===== src/rtl/imem_boot_loader_pkg.sv =====
// -----------------------------------------------------------------------------
// imem_boot_loader_pkg
// Shared definitions for the instruction-memory boot loader:
//   - state_e        : loader FSM state encoding (3 bits)
//   - BYTES_PER_WORD : stream bytes that make up one 32-bit instruction word
//   - LEN_W          : width of the big-endian word-count field at stream start
//   - WORD_W         : instruction word width
// -----------------------------------------------------------------------------
package imem_boot_loader_pkg;

  typedef enum logic [2:0] {
    ST_LEN_HI = 3'd0,
    ST_LEN_LO = 3'd1,
    ST_DATA   = 3'd2,
    ST_CSUM   = 3'd3,
    ST_DONE   = 3'd4,
    ST_ERROR  = 3'd5
  } state_e;

  localparam int BYTES_PER_WORD = 4;
  localparam int BYTE_CNT_W     = $clog2(BYTES_PER_WORD);
  localparam int LEN_W          = 16;
  localparam int WORD_W         = 8 * BYTES_PER_WORD;

endpackage : imem_boot_loader_pkg


===== src/rtl/imem_boot_loader_byte_to_word_packer.sv =====
// -----------------------------------------------------------------------------
// byte_to_word_packer
// Collects stream bytes MSB-first into a 32-bit instruction word.
// Ports:
//   clk             in   system clock
//   rst_n           in   asynchronous active-low reset
//   clr_i           in   synchronous clear of the partial word and byte count
//   byte_valid_i    in   byte_i is consumed this cycle
//   byte_i          in   stream byte
//   word_o          out  assembled word (valid when word_complete_o = 1)
//   word_complete_o out  this cycle's byte is the last byte of a word
// word_o / word_complete_o are combinational so the caller can register the
// imem write in the same edge that accepts the final byte (1-cycle latency).
// -----------------------------------------------------------------------------
module byte_to_word_packer
  import imem_boot_loader_pkg::*;
(
  input  logic              clk,
  input  logic              rst_n,
  input  logic              clr_i,
  input  logic              byte_valid_i,
  input  logic [7:0]        byte_i,
  output logic [WORD_W-1:0] word_o,
  output logic              word_complete_o
);

  // Only the first three bytes need storage; the fourth is the live input.
  logic [WORD_W-9:0]     shift_q, shift_d;
  logic [BYTE_CNT_W-1:0] cnt_q, cnt_d;

  localparam logic [BYTE_CNT_W-1:0] LAST_BYTE = BYTE_CNT_W'(BYTES_PER_WORD - 1);

  assign word_complete_o = byte_valid_i && (cnt_q == LAST_BYTE);
  assign word_o          = {shift_q, byte_i};

  always_comb begin
    shift_d = shift_q;
    cnt_d   = cnt_q;
    if (clr_i) begin
      shift_d = '0;
      cnt_d   = '0;
    end else if (byte_valid_i) begin
      shift_d = {shift_q[WORD_W-17:0], byte_i};
      // Wraps to 0 after the last byte; stale shift bits are pushed out
      // before the next word completes.
      cnt_d   = cnt_q + BYTE_CNT_W'(1);
    end
  end

  always_ff @(posedge clk or negedge rst_n) begin
    if (!rst_n) begin
      shift_q <= '0;
      cnt_q   <= '0;
    end else begin
      shift_q <= shift_d;
      cnt_q   <= cnt_d;
    end
  end

endmodule : byte_to_word_packer


===== src/rtl/imem_boot_loader.sv =====
// -----------------------------------------------------------------------------
// imem_boot_loader
// Byte-stream boot loader driving the write port of the IF-stage instruction
// memory. Holds the pipeline until a checksum-verified load has completed.
// Stream: LEN_HI, LEN_LO (word count N, big-endian), N x 4 bytes MSB-first,
// then one checksum byte equal to the XOR of every preceding byte.
// Ports:
//   clk        in   system clock
//   rst_n      in   asynchronous active-low reset
//   start      in   restart pulse, honoured only in DONE / ERROR
//   in_data    in   stream byte
//   in_valid   in   in_data valid
//   in_ready   out  loader accepts a byte this cycle (registered)
//   imem_we    out  1-cycle instruction memory write strobe
//   imem_addr  out  word address (BASE_ADDR + word index, wraps)
//   imem_wdata out  instruction word, held until the next write
//   core_hold  out  pipeline hold (gates PC write enable and IF/ID enable)
//   load_done  out  load completed with matching checksum
//   load_error out  length overflow or checksum mismatch
// -----------------------------------------------------------------------------
module imem_boot_loader
  import imem_boot_loader_pkg::*;
#(
  parameter int                ADDR_W    = 8,
  parameter logic [ADDR_W-1:0] BASE_ADDR = '0
) (
  input  logic              clk,
  input  logic              rst_n,
  input  logic              start,
  input  logic [7:0]        in_data,
  input  logic              in_valid,
  output logic              in_ready,
  output logic              imem_we,
  output logic [ADDR_W-1:0] imem_addr,
  output logic [WORD_W-1:0] imem_wdata,
  output logic              core_hold,
  output logic              load_done,
  output logic              load_error
);

  // Largest legal word count: the whole memory. One extra bit so the
  // comparison also works when ADDR_W == LEN_W.
  localparam logic [LEN_W:0] MAX_WORDS = (LEN_W + 1)'(1) << ADDR_W;

  state_e              state_q, state_d;
  logic [7:0]          xor_q, xor_d;
  logic [LEN_W-1:0]    len_q, len_d;
  logic [LEN_W-1:0]    word_cnt_q, word_cnt_d;
  logic                in_ready_q, in_ready_d;
  logic                imem_we_q, imem_we_d;
  logic [ADDR_W-1:0]   imem_addr_q, imem_addr_d;
  logic [WORD_W-1:0]   imem_wdata_q, imem_wdata_d;
  logic                core_hold_q, core_hold_d;
  logic                load_done_q, load_done_d;
  logic                load_error_q, load_error_d;

  logic                accept;
  logic [LEN_W-1:0]    len_full;
  logic                pack_valid;
  logic                pack_clr;
  logic [WORD_W-1:0]   pack_word;
  logic                pack_done;

  // in_ready is a pure function of state, so it never depends on in_valid.
  assign accept     = in_valid && in_ready_q;
  assign len_full   = {len_q[LEN_W-1:8], in_data};
  assign pack_valid = accept && (state_q == ST_DATA);

  byte_to_word_packer u_packer (
    .clk             (clk),
    .rst_n           (rst_n),
    .clr_i           (pack_clr),
    .byte_valid_i    (pack_valid),
    .byte_i          (in_data),
    .word_o          (pack_word),
    .word_complete_o (pack_done)
  );

  always_comb begin
    state_d      = state_q;
    xor_d        = xor_q;
    len_d        = len_q;
    word_cnt_d   = word_cnt_q;
    imem_we_d    = 1'b0;
    imem_addr_d  = imem_addr_q;
    imem_wdata_d = imem_wdata_q;
    pack_clr     = 1'b0;

    unique case (state_q)
      ST_LEN_HI: begin
        if (accept) begin
          len_d[LEN_W-1:8] = in_data;
          xor_d            = xor_q ^ in_data;
          state_d          = ST_LEN_LO;
        end
      end

      ST_LEN_LO: begin
        if (accept) begin
          len_d = len_full;
          xor_d = xor_q ^ in_data;
          if (len_full == '0) begin
            state_d = ST_CSUM;
          end else if ({1'b0, len_full} > MAX_WORDS) begin
            state_d = ST_ERROR;
          end else begin
            state_d = ST_DATA;
          end
        end
      end

      ST_DATA: begin
        if (accept) begin
          xor_d = xor_q ^ in_data;
          if (pack_done) begin
            imem_we_d    = 1'b1;
            imem_addr_d  = BASE_ADDR + ADDR_W'(word_cnt_q);
            imem_wdata_d = pack_word;
            word_cnt_d   = word_cnt_q + LEN_W'(1);
            if (word_cnt_q + LEN_W'(1) == len_q) begin
              state_d = ST_CSUM;
            end
          end
        end
      end

      ST_CSUM: begin
        if (accept) begin
          state_d = (in_data == xor_q) ? ST_DONE : ST_ERROR;
        end
      end

      ST_DONE, ST_ERROR: begin
        // in_ready is low here, so a byte offered alongside start is left
        // on the bus for LEN_HI to take later.
        if (start) begin
          state_d     = ST_LEN_HI;
          xor_d       = '0;
          len_d       = '0;
          word_cnt_d  = '0;
          imem_addr_d = BASE_ADDR;
          pack_clr    = 1'b1;
        end
      end

      default: begin
        state_d = ST_LEN_HI;
      end
    endcase
  end

  // Status outputs are registered from the next state so they change in
  // the same cycle the FSM does (core_hold falls exactly as load_done rises).
  always_comb begin
    in_ready_d   = (state_d == ST_LEN_HI) || (state_d == ST_LEN_LO) ||
                   (state_d == ST_DATA)   || (state_d == ST_CSUM);
    core_hold_d  = (state_d != ST_DONE);
    load_done_d  = (state_d == ST_DONE);
    load_error_d = (state_d == ST_ERROR);
  end

  always_ff @(posedge clk or negedge rst_n) begin
    if (!rst_n) begin
      state_q      <= ST_LEN_HI;
      xor_q        <= '0;
      len_q        <= '0;
      word_cnt_q   <= '0;
      in_ready_q   <= 1'b1;
      imem_we_q    <= 1'b0;
      imem_addr_q  <= BASE_ADDR;
      imem_wdata_q <= '0;
      core_hold_q  <= 1'b1;
      load_done_q  <= 1'b0;
      load_error_q <= 1'b0;
    end else begin
      state_q      <= state_d;
      xor_q        <= xor_d;
      len_q        <= len_d;
      word_cnt_q   <= word_cnt_d;
      in_ready_q   <= in_ready_d;
      imem_we_q    <= imem_we_d;
      imem_addr_q  <= imem_addr_d;
      imem_wdata_q <= imem_wdata_d;
      core_hold_q  <= core_hold_d;
      load_done_q  <= load_done_d;
      load_error_q <= load_error_d;
    end
  end

  assign in_ready   = in_ready_q;
  assign imem_we    = imem_we_q;
  assign imem_addr  = imem_addr_q;
  assign imem_wdata = imem_wdata_q;
  assign core_hold  = core_hold_q;
  assign load_done  = load_done_q;
  assign load_error = load_error_q;

endmodule : imem_boot_loader


===== config.mk =====
export PLATFORM = sky130hd
export DESIGN_NAME = imem_boot_loader
export DESIGN_NICKNAME = d
export VERILOG_FILES = /design/src/rtl/imem_boot_loader_pkg.sv /design/src/rtl/imem_boot_loader_byte_to_word_packer.sv /design/src/rtl/imem_boot_loader.sv
export SDC_FILE = /design/constraint.sdc
export NUM_CORES = 1
export LEC_CHECK = 0
export ABC_AREA = 1
export BUFFER_PORTS_ARGS = -buffer_cell sky130_fd_sc_hd__clkbuf_2
export CORE_AREA = 2 2 106 108
export CTS_BUF_LIST = sky130_fd_sc_hd__clkbuf_4 sky130_fd_sc_hd__clkbuf_8 sky130_fd_sc_hd__clkbuf_16
export DETAILED_ROUTE_END_ITERATION = 8
export DIE_AREA = 0 0 108 110
export GPL_TIMING_DRIVEN = 0
export PLACE_DENSITY = 0.79
export SYNTH_ARGS = -nofsm -noshare
export SYNTH_HDL_FRONTEND = slang
export SYNTH_SLANG_ARGS = --single-unit

===== constraint.sdc =====
create_clock -name clk -period 1.7 [get_ports clk]
set_input_delay 0.34 -clock clk [delete_from_list [all_inputs] [get_ports clk]]
set_output_delay 0.34 -clock clk [all_outputs]
set_load 0.05 [all_outputs]

==> results of run 1 <==
==> state kept, by name, indices dropped and copies added (netlist names) <==
register / cells
u_packer.shift_q: 24
imem_addr: 8
xor_q: 8
imem_we: 1
load_done: 1
u_packer.cnt_q: 2
len_q: 16
imem_wdata: 32
in_ready: 1
state_q: 3
word_cnt_q: 16
load_error: 1
core_hold: 1
==> kinds of logic after synthesis <==
logic type,Yosys count
simple gates,250
mux,1
fa+ha+maj,2
xor+xnor,12
buf+inv,112
flops,114
compound gates,112
==> cell usage in the layout, fill, tap and decap left out, types with 2 or more instances in the layout <==
cell type     n
xor2_1        6
nor2_1       26
clkbuf_8      5
dfstp_2       2
nand3_1      38
xnor2_1       4
nor2_2        9
nand3_2       5
o22ai_1      43
nor3_1        2
buf_2         3
clkbuf_2     58
clkbuf_16    16
nand2_4       3
nand4_1       7
dfrtp_2       2
clkbuf_1      3
bufinv_16     2
o21ai_0      53
o21ai_2       3
o31ai_1       3
clkinvlp_4    3
buf_4        17
clkbuf_4      7
clkinv_4      2
nor2_4        7
inv_2         6
buf_6         3
nand2_2      11
inv_1        84
clkinv_2      3
dfrtp_1     110
nand2_1     138
o21ai_1       5
==> stage by stage <==
step	total power, W	instances	TNS [ps]	area [um^2]	setup slack [ps]
2_1_floorplan	0.00608	603	0	5180	4.01
3_3_place_gp	0.00678	799	-148700	5630	-1240
3_5_place_dp	0.00691	799	-11380	5640	-331
4_1_cts	0.0104	839	-2400	6360	-201
5_1_grt	0.0112	846	-6780	6540	-338
6_report	0.0107	846	-2810	6540	-212
==> layer usage <==
| layer | GRT usage | vias to the layer above | routed length [um] |
|---|---|---|---|
| li1 | - | 2141 | - |
| met1 | 0.293 | 2269 | 5640 |
| met2 | 0.379 | 235 | 6790 |
| met3 | 0.0664 | 44 | 971 |
| met4 | 0.126 | 0 | 439 |
| met5 | 0 | - | 0 |
==> how the worst min path moves through the flow <==
stage	end
finish	xor_q[5]$_DFFE_PN0P_
global route	xor_q[1]$_DFFE_PN0P_
global placement	imem_wdata[31]$_DFFE_PN0P_
CTS	xor_q[5]$_DFFE_PN0P_
floorplan	imem_addr[0]$_DFFE_PN0P_
detailed placement	imem_wdata[11]$_DFFE_PN0P_
==> repair_timing <==
item | 4_1_cts | 5_1_grt
pin swaps | 8 | 19
cloned | 0 | 0
hold endpoints to repair | 112 | 0
setup endpoints to repair | 81 | 105
gates resized for setup | 24 | 55
hold buffers | 1 | 0
setup buffers | 9 | 7
==> power groups by stage <==
| stage | clock, W | sequential [W] | combinational (W) |
|---|---|---|---|
| 4_1_cts | 0.00342 | 0.00376 | 0.00322 |
| 2_1_floorplan | 0 | 0.00426 | 0.00182 |
| 6_report | 0.00340 | 0.00379 | 0.00349 |
| 3_5_place_dp | 0 | 0.00380 | 0.00311 |
| 3_3_place_gp | 0 | 0.00376 | 0.00302 |
| 5_1_grt | 0.00356 | 0.00385 | 0.00383 |
==> worst max-delay path, stage by stage (launching register included) <==
cell and delay (ps):
dfrtp_2 430, buf_4 150, inv_2 110, nor2_4 70, nand2_2 130, nand2_1 110
nand2_1 100, nand2_1 50, nand2_1 50, nand2_1 50, inv_1 60, nand2_1 70
nor2_2 120, nand3_2 140, nand3_2 110, inv_2 30
==> cell type report <==
class / count / area [um^2] / area share
Clock inverter: 9 / 108 / 0.0165
Multi-Input combinational cell: 377 / 2030 / 0.311
Timing Repair Buffer: 73 / 422 / 0.0645
Sequential cell: 114 / 2860 / 0.437
Clock buffer: 21 / 463 / 0.0708
Tap cell: 140 / 175 / 0.0268
Inverter: 93 / 355 / 0.0543
Buffer: 19 / 125 / 0.0191
==> key figures, run 1 <==
Run status
  – Status: finished with violations
  – Failing checks: negative setup slack

STA
  – Fmax: 523 MHz
  – Pins Over Slew Limit: 0
  – Final Cycle Share: 1.12
  – Worst slew pin tran: 883 ps
  – Worst Hold Slack: 160 ps
  – Rel. slew slack: 0.412
  – Final worst slack: -212 ps
  – Final Hold Viols: 0
  – RSZ-0062 raised after global routing: true
  – Fin crit period: 1910 ps
  – Skew final: ~6.4 ps
  – Setup Viol. Count Final: 26

Clock network
  – Clock Latency Late Sink: approximately 530 ps
  – TritonCTS clock tree: done
  – Root buf cell: clkbuf_8
  – CTS HTree Levels: 4
  – Clock tree sinks: about 110
  – Clock buffer depth: 2
  – TritonCTS Buffers: 17
  – Clock-pin slew on the worst setup and hold paths: 50 ps

Worst setup path
  – CP required: around 2100 ps
  – Worst Setup End Kind: register
  – Setup crit end: load_done$_DFF_PN0_
  – Arrival time worst endpoint: between 2000 and 2500 ps
  – Worst setup path startpoint: word_cnt_q[0]$_DFFE_PN0P_
  – Crit Path Class: register to register
  – Worst-path fanout max: 5
  – Worst r2r dst: load_done$_DFF_PN0_
  – Slack of the worst reg-to-reg path: -210 ps
  – Worst setup SP type: register
  – FF-to-FF path depth: 15
  – Reg-to-Reg Start: word_cnt_q[0]$_DFFE_PN0P_

Layout
  – # diodes: 0
  – Synthesis-to-layout area growth: 26.7%
  – FILL cells: 832
  – Layout Nets: a little over 700
  – Final core occ: 0.611
  – Ratio of cells with drive above 1 in the final layout: 0.251

Pwr
  – Combinational fraction of design power: 0.327
  – P_leak: about 3.2 nW
  – Power density cells: 1630 nW/um^2
  – Sw frac: 0.376
  – Clock Power Share: 0.318
  – Reg power frac: 0.355
  – P_int: around 0.0067 W
  – Worst ir drop on vdd: 0.787 mV
  – Net Switching: 0.00402 W

GRT
  – Vias in the first global route: 4546
  – GRT overflow: 0
  – Total track usage: 0.237
  – Largest net degree at the start of global routing: 115
  – Initial antenna violation count: 0
  – First-pass GRT wire length: 21.5 mm

Synth
  – Yosys warnings: 0
  – Post-Synth Simple-Gate Area: 0.209
  – #FFs+latches synth: 114
  – Post-Syn Instances: 603
  – Synth unique cells: 33
  – Register area share after synthesis: 0.553
  – Top_reg_cell synth: dfrtp_1
  – Combinational family with the most area after synthesis: simple AND/OR/NAND/NOR gates
  – Post-Synth XOR/XNOR Area: 0.0245
  – Mapped Avg Cell Area: 8.56 um^2
  – Most numerous cell in the Yosys netlist: nand2_1
  – Leading area contributor after synthesis: dfrtp_1
  – Fraction of registers with async set/reset: 1.00
  – Area share of the largest cell type after synthesis: 0.543
  – Adder-cell share of the synthesized area: 0.00485
  – Synth Area in Compound Gates: 0.124
  – Mux share of post-synthesis cell area: 0.00218
  – Synthesized area: 5160 um^2
  – Post-synth top cells: nand2_1 (149), dfrtp_1 (112), inv_1 (89), o21ai_0 (56), o22ai_1 (43)
  – Post-synth EDFFs: 0
  – Mapped Nets: roughly 620
  – Synth area leaders: dfrtp_1 (54%), nand2_1 (11%), inv_1 (6.5%), o21ai_0 (5.4%), o22ai_1 (5.2%)

Die
  – Die Width: 108 um
  – Core Footprint: about 11000 um^2
  – # rows: 38
  – Starting Density: 0.483
  – Top Ports: 57
  – Die area: 11900 um^2
  – Die Span Y: ~110 um

Detailed routing
  – Initial DRC Count: 436
  – Final WL: 13.8 mm
  – Wire length per cell: 16.4 um
  – Drt first pass iters: 7
  – Via density: 5.54
  – Post-route ant nets: 0
  – Drc violations: 0
  – Routed vias: 4689

Placed design
  – Port Buf Inserts: 56
  – Placer Congestion: 0.955
  – DP Wirelength: 8.65 mm

Min path
  – HP Start: in_data[5]
  – Hold Crit Depth: 4
  – HP Class: input pin to register

Job
  – Max Cap Violations: 0
Note: power is estimated with default switching activity, not from simulation.
==> run 2, diff against run 1 <==
ABC_AREA = default   (was 1)
CORE_AREA = 2 2 107 109   (was 2 2 106 108)
DIE_AREA = 0 0 109 111   (was 0 0 108 110)
GPL_TIMING_DRIVEN = default   (was 0)
==> run 2 against run 1 <==
Against the previous run: the run still ends with negative setup slack left; die area increased by 1.8%; hold slack improved by 160 ps; synthesized cell count decreased by 1.7%; design area increased by 16%; first-iteration DRC count increased by 28%.
==> key figures, run 2 <==
Synth
  – Mapped Avg Cell Area: 8.83 um^2 (+3.1%)
  – Post-synth top cells: nand2_1 (209), dfrtp_1 (112), o21ai_0 (54), a21oi_1 (39), xnor2_1 (27)
  – Synth area leaders: dfrtp_1 (54%), nand2_1 (15%), o21ai_0 (5.2%), xnor2_1 (4.5%), a21oi_1 (3.7%)
  – Post-synth EDFFs: 0 (unchanged)
  – Synth unique cells: 48 (+45%)
  – #FFs+latches synth: 114 (unchanged)
  – Synthesized area: 5240 um^2 (+1.4%)
  – Area share of the largest cell type after synthesis: 0.535 (-0.00753)
  – Yosys warnings: 0 (unchanged)
  – Leading area contributor after synthesis: dfrtp_1
  – Mapped Nets: 607 (-1.6%)
  – Fraction of registers with async set/reset: 1.00 (unchanged)
  – Top_reg_cell synth: dfrtp_1
  – Post-Syn Instances: 593 (-1.7%)
  – Most numerous cell in the Yosys netlist: nand2_1
  – Register area share after synthesis: 0.545 (-0.00767)

Clock network
  – Clock tree sinks: 114 (unchanged)
  – Clock buffer depth: 2 (unchanged)
  – TritonCTS clock tree: done
  – Clock Latency Late Sink: 420 ps (-110 ps)
  – Root buf cell: clkbuf_16
  – Clock-pin slew on the worst setup and hold paths: 60 ps (about the same)
  – CTS HTree Levels: 4 (unchanged)
  – TritonCTS Buffers: 17 (unchanged)

Run status
  – Status: finished with violations
  – Failing checks: negative setup slack

STA
  – Fmax: 499 MHz (-4.6%)
  – Final Cycle Share: 1.18 (+0.0545)
  – Final Hold Viols: 0 (unchanged)
  – Fin crit period: 2010 ps (+92.7 ps)
  – Rel. slew slack: 0.639 (+0.227)
  – Skew final: 6.45 ps (+0.0267 ps)
  – Final worst slack: -305 ps (-92.7 ps)
  – Worst slew pin tran: 540 ps (-342 ps)
  – Setup Viol. Count Final: 95 (+270%)
  – Pins Over Slew Limit: 0 (unchanged)
  – RSZ-0062 raised after global routing: true
  – Worst Hold Slack: 319 ps (+159 ps)

Die
  – Die area: 12100 um^2 (+1.8%)
  – Top Ports: 57 (unchanged)
  – Die Width: 109 um (+0.93%)
  – Die Span Y: 111 um (+0.91%)
  – Starting Density: 0.473 (-0.00996)
  – # rows: 39 (+2.6%)
  – Core Footprint: 11100 um^2 (+3.5%)

Worst setup path
  – Worst Setup End Kind: register
  – FF-to-FF path depth: 7 (-8)
  – Worst-path fanout max: 4 (-1)
  – Arrival time worst endpoint: 2300 ps (-30 ps)
  – Worst setup SP type: register
  – CP required: 1990 ps (-130 ps)
  – Slack of the worst reg-to-reg path: -310 ps (-90 ps)
  – Crit Path Class: register to register

Layout
  – FILL cells: 705 (-15%)
  – Design area: 7580 um^2 (+16%)
  – Commonest non-fill, non-tap cells in the layout: nand2_1 (183), dfrtp_1 (112), buf_4 (68)
  – Most common cell after layout, fill and taps aside: nand2_1
  – Layout Nets: 732 (+3.2%)
  – Ratio of cells with drive above 1 in the final layout: 0.367 (+0.116)
  – # diodes: 0 (unchanged)
  – Synthesis-to-layout area growth: 44.9%
  – Max reg flops: 32 (unchanged)

GRT
  – Largest net degree at the start of global routing: 39 (-66%)
  – Total track usage: 0.259 (+0.0223)
  – Initial antenna violation count: 0 (unchanged)
  – GRT overflow: 0 (unchanged)
  – First-pass GRT wire length: 24.4 mm (+13%)
  – Vias in the first global route: 4948 (+8.8%)

Detailed routing
  – Initial DRC Count: 560 (+28%)
  – Final WL: 17.9 mm (+29%)
  – Via density: 5.97 (+7.8%)
  – Wire length per cell: 20.5 um (+25%)
  – Drt first pass iters: 8 (+1)
  – Drc violations: 0 (unchanged)
  – Post-route ant nets: 0 (unchanged)
  – Routed vias: 5221 (+11%)

Placed design
  – Post-DP Area: 6150 um^2 (+9.0%)
  – Placer Congestion: 0.904 (-5.3%)
  – Port Buf Inserts: 56 (unchanged)
  – DP Wirelength: 9.25 mm (+7.0%)

Job
  – Max Cap Violations: 0 (unchanged)

Pwr
  – Worst ir drop on vdd: 1.06 mV (+35%)
  – P_leak: 3.91 nW (+23%)
  – Power density cells: 1420 nW/um^2 (-13%)

Min path
  – Hold Crit Depth: 4 (unchanged)
  – HP Class: input pin to register
-- run 2: cell types whose count changed after synthesis, sizes merged, moves of 13 or more --
cell	change
inv	-87
nand2	+58
o22ai	-43
a21oi	+36
nand3	-25
xnor2	+23
nor2	-20
clkbuf	+13
-- run 2: where the power goes --
| group | leakage [nW] | total [W] | switching (W) | internal, W |
|---|---|---|---|---|
| clock network | 0.332 | 0.00423 | 0.00141 | 0.00281 |
| registers | 1.55 | 0.00357 | 0.000471 | 0.00310 |
| logic | 2.03 | 0.00295 | 0.00179 | 0.00117 |
-- run 2: kinds of logic after synthesis --
family,share of synthesized area
simple gates,0.233
flops,0.545
compound gates,0.118
buf+inv,0.0323
xor+xnor,0.0612
mux,0.00574
fa+ha+maj,0.00478
-- run 2: what timing repair did --
| item | in CTS | in global routing |
|---|---|---|
| cloned | 0 | 5 |
| endpoints found under the setup margin | 74 | 109 |
| hold endpoints to repair | 27 | 0 |
| hold buffers | 1 | 0 |
| pin swaps | 9 | 52 |
| resized for setup | 39 | 126 |
| buffers inserted | 2 | 8 |
-- run 2: worst paths after layout --
check | end | from
worst max-delay path | state_q[0]$_DFF_PN0_ | word_cnt_q[0]$_DFFE_PN0P_
worst min-delay path | u_packer.shift_q[5]$_DFFE_PN0P_ | in_data[5]
worst max register to register | state_q[0]$_DFF_PN0_ | word_cnt_q[0]$_DFFE_PN0P_
worst min register to register | imem_wdata[24]$_DFFE_PN0P_ | u_packer.shift_q[16]$_DFFE_PN0P_
max in group asynchronous | u_packer.shift_q[9]$_DFFE_PN0P_ | rst_n
min in group asynchronous | state_q[2]$_DFF_PN0_ | rst_n
-- run 2: cell type report --
class | count | area (um^2) | share of cell area
multi-input combinational | 438 | 2740 | 0.361
tap | 143 | 179 | 0.0236
clock buffer | 18 | 439 | 0.0579
inverter | 5 | 21.3 | 0.00280
sequential | 114 | 2860 | 0.377
clock inverter | 14 | 249 | 0.0328
timing repair buffer | 142 | 1100 | 0.145
-- run 2: stage by stage --
stage	setup WS (ps)	instances	TNS, ps	utilization	power (W)
after floorplan	-241	593	-13250	-	0.00493
after global routing	-301	874	-15520	0.685	0.0111
final	-305	874	-10330	0.685	0.0108
after global placement	-162	827	-2320	0.555	0.00552
after detailed placement	-214	827	-4090	0.555	0.00565
after CTS	-140	861	-2070	0.634	0.00999
-- run 2: metal layers --
metal  vias to the layer above  part of all wire  GRT usage
met5                         -                 0          0
met4                         0             0.052     0.0786
met3                        89             0.079     0.0629
met2                       370              0.51      0.421
met1                      2542              0.36      0.342
li1                       2220                 -          -
-- run 2: critical path: stages, from the launching register on --
cell and delay (ps):
dfrtp_1 460, ha_4 200, buf_4 150, mux2i_1 300, mux2i_1 160, o21ai_1 260, nor4b_4 80, a41o_1 250
==> run 3, diff against run 2 <==
ABC_AREA = 1   (was default)
CORE_AREA = 2 2 106 108   (was 2 2 107 109)
DIE_AREA = 0 0 108 110   (was 0 0 109 111)
==> run 3 against run 2 <==
Against the previous run: flip-flop and latch count stayed put; combinational power up 25%; hold slack got worse by 160 ps; largest cell class unchanged; the flow still finishes with violations (negative setup slack); register-to-register slack gained 150 ps; die area shrank 1.8%; non-clock buffer count decreased by 43; clock power is 15% lower; sequential share of layout area increased by 4.9 points; via count shrank 11%; critical endpoint is now load_done$_DFF_PN0_; power grew 2.6%; critical path type unchanged; highest routed layer unchanged.
==> key figures, run 3 (synthesis gave the netlist of run 1 again) <==
Placed design
  – Port Buf Inserts: 56 (unchanged)
  – Placed Cells: 821 (-0.73%)
  – Post-DP Area: 5910 um^2 (-3.8%)
  – Placer Congestion: 0.930 (+2.8%)
  – DP Wirelength: 8.68 mm (-6.2%)
  – Dpl ws: -169 ps (+45.2 ps)

GRT
  – Initial antenna violation count: 0 (unchanged)
  – GR peak layer: met2
  – Largest net degree at the start of global routing: 81 (+110%)
  – Routing usage on met2: 0.404 (-0.0164)
  – Vias in the first global route: 4703 (-5.0%)
  – Met1 GRT Util: 0.296 (-0.0459)
  – Total track usage: 0.244 (-0.0149)
  – First-pass GRT wire length: 22.1 mm (-9.6%)
  – GR Util met3: 0.0647 (+0.00176)
  – GRT overflow: 0 (unchanged)

Worst setup path
  – CP required: 2120 ps (+130 ps)
  – Worst setup SP type: register
  – FF-to-FF path depth: 14 (+7)
  – Crit Path Class: register to register
  – Worst Setup End Kind: register
  – Worst-path fanout max: 4 (unchanged)
  – Arrival time worst endpoint: 2270 ps (-30 ps)

Clock network
  – Clock buffer depth: 2 (unchanged)
  – CTS HTree Levels: 4 (unchanged)
  – Clock-pin slew on the worst setup and hold paths: 60 ps (about the same)
  – Clock tree sinks: 114 (unchanged)
  – TritonCTS Buffers: 17 (unchanged)
  – TritonCTS clock tree: done
  – Clock Latency Late Sink: 530 ps (+110 ps)
  – Root buf cell: clkbuf_8

Pwr
  – P_leak: 3.26 nW (-17%)
  – Tot Pwr: 0.0110 W (+2.6%)
  – Power density cells: 1650 nW/um^2 (+16%)
  – Worst ir drop on vdd: 0.956 mV (-10%)

Run status
  – Failing checks: negative setup slack
  – Status: finished with violations

STA
  – Fmax: 541 MHz (+8.4%)
  – Final Cycle Share: 1.09 (-0.0911)
  – RSZ-0062 raised after global routing: true
  – Pins Over Slew Limit: 0 (unchanged)
  – Final Hold Viols: 0 (unchanged)
  – Worst slew pin tran: 429 ps (-112 ps)
  – Final worst slack: -150 ps (+155 ps)
  – Fin crit period: 1850 ps (-155 ps)
  – Rel. slew slack: 0.714 (+0.0754)
  – Skew final: 7.62 ps (+1.17 ps)
  – Setup Viol. Count Final: 4 (-96%)

Die
  – Core Footprint: 10700 um^2 (-3.4%)
  – # rows: 38 (-2.6%)
  – Die Span Y: 110 um (-0.90%)
  – Top Ports: 57 (unchanged)
  – Die area: 11900 um^2 (-1.8%)
  – Starting Density: 0.483 (+0.00996)
  – Die Width: 108 um (-0.92%)

Detailed routing
  – Drc violations: 0 (unchanged)
  – Wire length per cell: 15.8 um (-23%)
  – Post-route ant nets: 0 (unchanged)
  – Initial DRC Count: 358 (-36%)
  – Drt first pass iters: 6 (-2)
  – Via density: 5.41 (-9.5%)
  – Final WL: 13.5 mm (-25%)
  – Routed vias: 4623 (-11%)

Min path
  – Hold Crit Depth: 4 (unchanged)
  – HP Class: input pin to register

Layout
  – Design area: 6710 um^2 (-12%)
  – Synthesis-to-layout area growth: 29.9%
  – Area of the multi-input gates: 2040 um^2 (-26%)
  – Max reg flops: 32 (unchanged)
  – # diodes: 0 (unchanged)
  – Most common cell after layout, fill and taps aside: nand2_1
  – Commonest non-fill, non-tap cells in the layout: nand2_1 (142), dfrtp_1 (110), inv_1 (86)
  – Layout Nets: 716 (-2.2%)
  – Final cell count without fillers: 855 (-2.2%)
  – Ratio of cells with drive above 1 in the final layout: 0.257 (-0.109)
  – FILL cells: 828 (+17%)
  – FF/Latch Area: 2860 um^2 (about the same)

Job
  – Max Cap Violations: 0 (unchanged)
## run 3: area by class of cell
type,instances,share of cell area
sequential,114,0.426
timing repair buffer,99,0.101
tap,140,0.0261
multi-input combinational,377,0.304
inverter,93,0.0530
clock buffer,18,0.0629
clock inverter,14,0.0267
## run 3: power by group
group          total, W  leakage, nW  switching, W  internal (W)
clock network   0.00358        0.274       0.00132       0.00226
registers       0.00376         1.53      0.000358       0.00340
logic           0.00369         1.46       0.00249       0.00120
total            0.0110         3.26       0.00417       0.00686
## run 3: per-stage QoR
step                hold slack, ps   util  TNS, ps
finish                         155  0.627     -409
global route                   166  0.627     -899
CTS                            141  0.618     -406
detailed placement             412  0.553     -479
global placement               404  0.553    -93.8
floorplan                     44.4      -        0
## run 3: timing repair
action                     CTS  global route
resized for setup           19            28
setup buffers                0             1
hold buffers                 1             0
setup endpoints to repair    6            52
hold endpoints to repair   112             0
pin swaps                    7             2
## run 3: critical path, stage by stage (launching register included)
cell,delay [ps]
dfrtp_1,400
ha_4,180
nand2_1,100
nor2_2,130
nand2_1,90
nand3_1,80
nand2_1,60
inv_1,60
nand2_1,60
nor2_1,120
nand2_1,80
nor2_2,100
nand3_2,140
nand3_2,110
inv_2,30
## run 3: path summary, 6_finish.rpt
path	slack, ps	endpoint	start
max	-150	load_done$_DFF_PN0_	word_cnt_q[1]$_DFFE_PN0P_
min	150	xor_q[5]$_DFFE_PN0P_	in_data[5]
max reg2reg	-150	load_done$_DFF_PN0_	word_cnt_q[1]$_DFFE_PN0P_
min reg2reg	490	imem_wdata[5]$_DFFE_PN0P_	imem_wdata[5]$_DFFE_PN0P_
max in group asynchronous	960	core_hold$_DFF_PN1_	rst_n
min in group asynchronous	370	load_error$_DFF_PN0_	rst_n
## run 3: layer usage
metal | up-vias | part of all wire | wire length (um)
li1 | 2156 | - | -
met5 | - | 0 | 0
met3 | 51 | 0.065 | 872
met2 | 193 | 0.51 | 6890
met4 | 0 | 0.030 | 399
met1 | 2223 | 0.39 | 5310
